===== config.mk =====
export PLATFORM = sky130hd
export DESIGN_NAME = clkbuf_branch_seq
export DESIGN_NICKNAME = d
export VERILOG_FILES = /design/src/rtl/clkbuf_branch_seq.sv
export SDC_FILE = /design/constraint.sdc
export NUM_CORES = 1
export LEC_CHECK = 0
export ABC_AREA = 1
export CAP_MARGIN = 40
export CORE_MARGIN = 1.5
export CORE_UTILIZATION = 57
export CTS_BUF_LIST = sky130_fd_sc_hd__clkbuf_2
export DETAILED_ROUTE_END_ITERATION = 10
export GPL_ROUTABILITY_DRIVEN = 0
export GPL_TIMING_DRIVEN = 0
export PLACE_DENSITY = 0.87
export SETUP_SLACK_MARGIN = 0.05
export SLEW_MARGIN = 20
export SYNTH_ARGS = -nofsm -noshare
export SYNTH_HDL_FRONTEND = slang
export SYNTH_SLANG_ARGS = --single-unit

===== constraint.sdc =====
create_clock -name CLK -period 1.83 [get_ports CLK]
set_clock_uncertainty 0.2 [all_clocks]
set_input_delay 0.4575 -clock CLK [delete_from_list [all_inputs] [get_ports CLK]]
set_output_delay 0.4575 -clock CLK [all_outputs]
set_load 0.05 [all_outputs]

===== src/rtl/clkbuf_branch_seq.sv =====
// Staggered enable sequencer for gated clock branches: walks EN toward a latched
// target mask one bit at a time, lowest index first, with STAGGER cycles between toggles.
module clkbuf_branch_seq #(
    parameter int unsigned NBR     = 4,
    parameter int unsigned STAGGER = 4,
    parameter int unsigned CW      = 8
) (
    input  logic           CLK,
    input  logic           RN,
    input  logic [NBR-1:0] REQ,
    input  logic           GO,
    input  logic           FORCE_OFF,
    output logic [NBR-1:0] EN,
    output logic           BUSY,
    output logic           DONE
);

    typedef enum logic [1:0] {
        S_IDLE,
        S_APPLY,
        S_WAIT
    } state_t;

    // WAIT is entered one edge after the toggle and exits one edge early, hence S-2
    localparam logic [CW-1:0] RELOAD = (STAGGER > 1) ? CW'(STAGGER - 2) : '0;

    state_t         state_q;
    state_t         state_d;
    logic [NBR-1:0] tgt_q;
    logic [NBR-1:0] tgt_d;
    logic [NBR-1:0] en_d;
    logic [CW-1:0]  cnt_q;
    logic [CW-1:0]  cnt_d;
    logic           busy_d;
    logic           done_d;
    logic [NBR-1:0] diff;
    logic [NBR-1:0] lowest;

    assign diff   = tgt_q ^ EN;
    // Isolates the lowest set bit of diff, i.e. the next branch to toggle
    assign lowest = diff & (~diff + NBR'(1));

    always_comb begin
        state_d = state_q;
        tgt_d   = tgt_q;
        en_d    = EN;
        cnt_d   = cnt_q;
        done_d  = 1'b0;

        if (FORCE_OFF) begin
            state_d = S_IDLE;
            tgt_d   = '0;
            en_d    = '0;
            cnt_d   = '0;
        end else begin
            case (state_q)
                S_IDLE: begin
                    if (GO) begin
                        tgt_d   = REQ;
                        state_d = S_APPLY;
                    end
                end
                S_APPLY: begin
                    if (diff == '0) begin
                        state_d = S_IDLE;
                        done_d  = 1'b1;
                    end else begin
                        en_d = EN ^ lowest;
                        if (STAGGER > 1) begin
                            cnt_d   = RELOAD;
                            state_d = S_WAIT;
                        end
                    end
                end
                S_WAIT: begin
                    if (cnt_q == '0) begin
                        state_d = S_APPLY;
                    end else begin
                        cnt_d = cnt_q - CW'(1);
                    end
                end
                default: begin
                    state_d = S_IDLE;
                end
            endcase
        end

        busy_d = (state_d != S_IDLE);
    end

    always_ff @(posedge CLK or negedge RN) begin
        if (!RN) begin
            state_q <= S_IDLE;
            tgt_q   <= '0;
            cnt_q   <= '0;
            EN      <= '0;
            BUSY    <= 1'b0;
            DONE    <= 1'b0;
        end else begin
            state_q <= state_d;
            tgt_q   <= tgt_d;
            cnt_q   <= cnt_d;
            EN      <= en_d;
            BUSY    <= busy_d;
            DONE    <= done_d;
        end
    end

endmodule


# == Word-level counts from Yosys, hierarchy flattened ==
# Index checks and enable logic that the tools add are counted.
# op_classes
add_sub_neg,2
eq_ne,5
muxes,18
bitwise,4
n_reduce_logical,11
# op_table
operator,count
two-way mux 4 bit,6
two-way mux 8 bit,3
case mux 8 bit (2 select lines),1
zero test 8 bit,1
two-way mux 2 bit,4
nonzero test 2 bit,4
subtractor 8 x 1 -> 8 bit (second input constant),1
bitwise XOR 4 bit,2
inequality test 3 bit (second input constant),2
case mux 2 bit (3 select lines),1
adder 4 x 1 -> 4 bit (second input constant),1
AND 4 bit,1
zero test 4 bit,1
NOT 4 bit,1
AND reduction 2 bit,2
two-way mux 1 bit,3
AND reduction 3 bit,1
nonzero test 3 bit,1
equality test 2 x 1 -> 1 bit (second input constant),1
equality test 2 bit (second input constant),1
zero test 2 bit,1
inequality test 2 bit (second input constant),1
# totals
regBits,20
in_bits,8
out_inout_bits,6
wordCells,46

# == Depth between registers and ports, before layout ==
# Gate-level depths: netlist of run 1.
# depth
depth_word,8
depth_mapped,11
depth_no_buf,10

# == Least setup slack after synthesis of run 1 ==
# OpenSTA, ideal clock, no wires.
# synth_path
path_kind,register to register
start,register EN[2]
end,register cnt_q[6]
setup_ns,0.118
arrival_ns,1.389
required_ns,1.512
path_slack_ns,0.124
path_stages_with_launch,9
path_buffers,1
synth_period_minus_slack_ns,1.706
cell_sequence,dfrtp_1 -> inv_1 -> nand2_1 -> nand2_1 -> nor2_4 -> nand3_4 -> nand2_4 -> buf_12 -> o21ai_2
# synth_via
elab_chain_cells,4
# synth_lines
item,line,text
start: declaration,13,"output logic [NBR-1:0] EN,"
start signal: assignment,103,EN <= en_d;
bitwise XOR 4 bit,39,assign diff = tgt_q ^ EN;
zero test 4 bit,64,if (diff == '0) begin
inequality test 3 bit (no source line),-,
AND reduction 3 bit (no source line),-,
end signal: assignment,102,cnt_q <= cnt_d;
end: declaration,32,logic [CW-1:0] cnt_q;
# Every way passes these cells.
# A chain may end at the register's enable or synchronous reset.

# == Worst setup path after layout of run 1 ==
# layout_path
start,register EN[2]
end,output port EN[2]
# No word-level cell between the ends.

==> results of run 1 <==
placed cells by master, fill, tap and decap left out:
| cell | n |
|---|---|
| clkbuf_2 | 4 |
| inv_1 | 19 |
| nor2_1 | 11 |
| ha_1 | 2 |
| buf_6 | 1 |
| clkdlybuf4s15_2 | 2 |
| nand3_1 | 25 |
| nand4_1 | 1 |
| nand2_2 | 6 |
| clkbuf_4 | 1 |
| nand3_4 | 1 |
| o21ai_0 | 7 |
| clkdlybuf4s50_1 | 7 |
| xnor2_1 | 1 |
| nor2_4 | 3 |
| nand2_4 | 1 |
| dfrtp_1 | 20 |
| nor3_2 | 1 |
| xor2_1 | 1 |
| buf_12 | 1 |
| o211ai_1 | 1 |
| inv_2 | 8 |
| buf_2 | 3 |
| o21ai_2 | 8 |
| nand2_1 | 51 |
cell type report:
type,instances,area [um^2]
Sequential cell,20,500.5
Inverter,27,101.3
Tap cell,27,33.78
Multi-Input combinational cell,120,629.4
Fill cell,157,590.6
Clock buffer,3,15.01
Timing Repair Buffer,14,126.4
Buffer,2,25.02
sequential cells by signal (all words and copies together), names as in the netlist:
name and count:
DONE 1, state_q 2, cnt_q 8, EN 4, tgt_q 4, BUSY 1
through the flow:
step                setup WS, ns  cell area, um^2  TNS (ns)  total power, mW  hold slack [ns]
floorplan                 0.1236             1255         0           0.6886         -0.03809
global placement         -0.1844             1419    -2.617           0.7532           0.2634
detailed placement       -0.2368             1430    -3.136           0.7644           0.2683
CTS                      0.07788             1428         0           0.9355           0.2566
global route             0.05282             1431         0           0.9853           0.2865
finish                   0.08436             1431         0           0.9315           0.2427
where the power goes:
| group | switching, mW | internal [mW] | total [mW] |
|---|---|---|---|
| clock | 0.131 | 0.0447 | 0.176 |
| combinational | 0.174 | 0.0979 | 0.272 |
| sequential | 0.0194 | 0.464 | 0.484 |
| total | 0.325 | 0.607 | 0.932 |
worst paths after layout:
kind | from | endpoint | slack [ns] | cells after the start
max | EN[2] | EN[2] | 0.08 | 1
min | RN | cnt_q[4] | 0.24 | 1
max reg2reg | cnt_q[0] | cnt_q[6] | 0.19 | 11
min reg2reg | cnt_q[1] | cnt_q[1] | 0.30 | 2
max in group asynchronous | RN | tgt_q[1] | 0.74 | 2
min in group CLK | cnt_q[1] | cnt_q[1] | 0.30 | 2
routing by layer:
metal / GRT usage (%) / vias up / wire (um)
met5: 0 / - / 0
met4: 9.722 / 0 / 51
met3: 2.121 / 4 / 70
met2: 33.11 / 27 / 1089
met1: 32.55 / 504 / 1174
li1: - / 565 / -
cell families (layout without fill, tap and decap cells):
kind of cell	after synthesis	after routing
AND/OR/NAND/NOR	100	100
AO/OA/AOI/OAI	16	16
XOR/XNOR	2	2
flip-flops	20	20
buffers and inverters	29	46
adder cells (fa/ha/maj)	2	2
repair_timing:
action	CTS	global route
setup endpoints to repair	6	11
pin swaps	0	1
resized for setup	26	4
==> impl_metrics.ini, run 1 <==
[synth]
synth_common_cells = nand2_1, nand3_1, dfrtp_1, inv_1, nor2_1
synth_mux_area_share_pct = 0
synthTopCellsByArea = dfrtp_1, nand2_1, nand3_1
yosysMostFrequentCell = nand2_1
synth_seq_cells = 20
syn_inst = 169
synth-simple-area-share_pct = 37.79
syn-num-nets = 179
synth_area_um2 = 1255
synthAdderAreaFrac_pct = 1.994
synth_top_family_by_area = simple AND/OR/NAND/NOR gates
synth-xor-area-share_pct = 1.396
synth_edf_count = 0
yosys.area.top_type = dfrtp_1
synth_compound_area_share_pct = 8.973
synthDistinctLibCells = 20
ys_seq_area_share_pct = 39.88
synthArstFlopShare_pct = 100.0
synth_top_area_share_pct = 39.88
synth_ff_type = dfrtp_1
ys_warn_count = 0
syn_area_per_cell_um2 = 7.426

[timing]
max_slew.worst_pin.slew_ns = 0.4955
finalHoldViolCount = 0
slew_headroom_pct = 66.86
fmax_mhz = 572.9
setup_viol = 0
final_max_slew_viol_count = 0
finalCriticalPeriod_ns = 1.746
grt_setup_unrepaired = false
fin_crit_sh_pct = 95.39

[setup_path]
cp_slowest_cell = dfrtp_1
critical_path_class = flop to output pin
crit_chain = buf_2
max_stage_delay_ns = 0.47
worstPathMaxFanout = 6
cp-start-kind = flop
crit_buf_inv = 1
cp_top_family = flip-flops
end_kind = output pin
critical_path_arrival_ns = 1.09
cp.required_ns = 1.17

[floorplanning]
row_count = 16
die_x_um = 49.92
die_area_um2 = 2492
core_um2 = 2022
start_util_pct = 62.07
pin_count = 14
die_y_um = 49.92

[detailed_routing]
vias = 1100
drc = 0
ant_nets = 0
vias_per_cell = 5.164
first_iter_violations = 35
routed_wl_um = 2385
wl_per_cell_um = 11.20
dr.pass1.iters = 4

[layout]
antennaDiodeCount = 0
area_delta_synth_final_pct = 14.06
finalNonFillerCells = 213
final_nets = 198
layout-drive-gt1-share_pct = 21.51
post-route-util_pct = 70.79

[worst_hold_path]
hold_path.class = input port to async pin

[power_and_ir_drop]
leakage_nw = 0.7321
ir_drop_mv = 0.4406
p_per_area_nw_per_um2 = 650.8

[grt]
grt_max_degree = 12
grt_first_pass_wirelength_um = 4209
antenna_found_initial = 0
grt_pass1_vias = 973
grt_usage_pct = 22.16
grt_overflow = 0

[clocking]
postCtsSetupBuffers = 0
clock_path_buffers = 2
cts_buffers = 3
path_clk_slew_ns = 0.17
insertion_delay_ns = 0.32
htreeDepth = 1
cts_root_buf = clkbuf_2
cts_tree = built
cts_hold_buf = 0
clock_sinks = 20

[placed_design]
dpl.hpwl_um = 1838
dp.cells = 210
port_buffers = 13

[job]
drv_cap = 0

[run_status]
status = complete, no violations
Note: power is estimated with default switching activity, not from simulation.
==> inputs of run 2 (changes only) <==
Settings changed: HOLD_SLACK_MARGIN set to 0.12.
==> results of run 2 <==
Same layout as run 1: the final DEF is identical, and so are final timing and power.
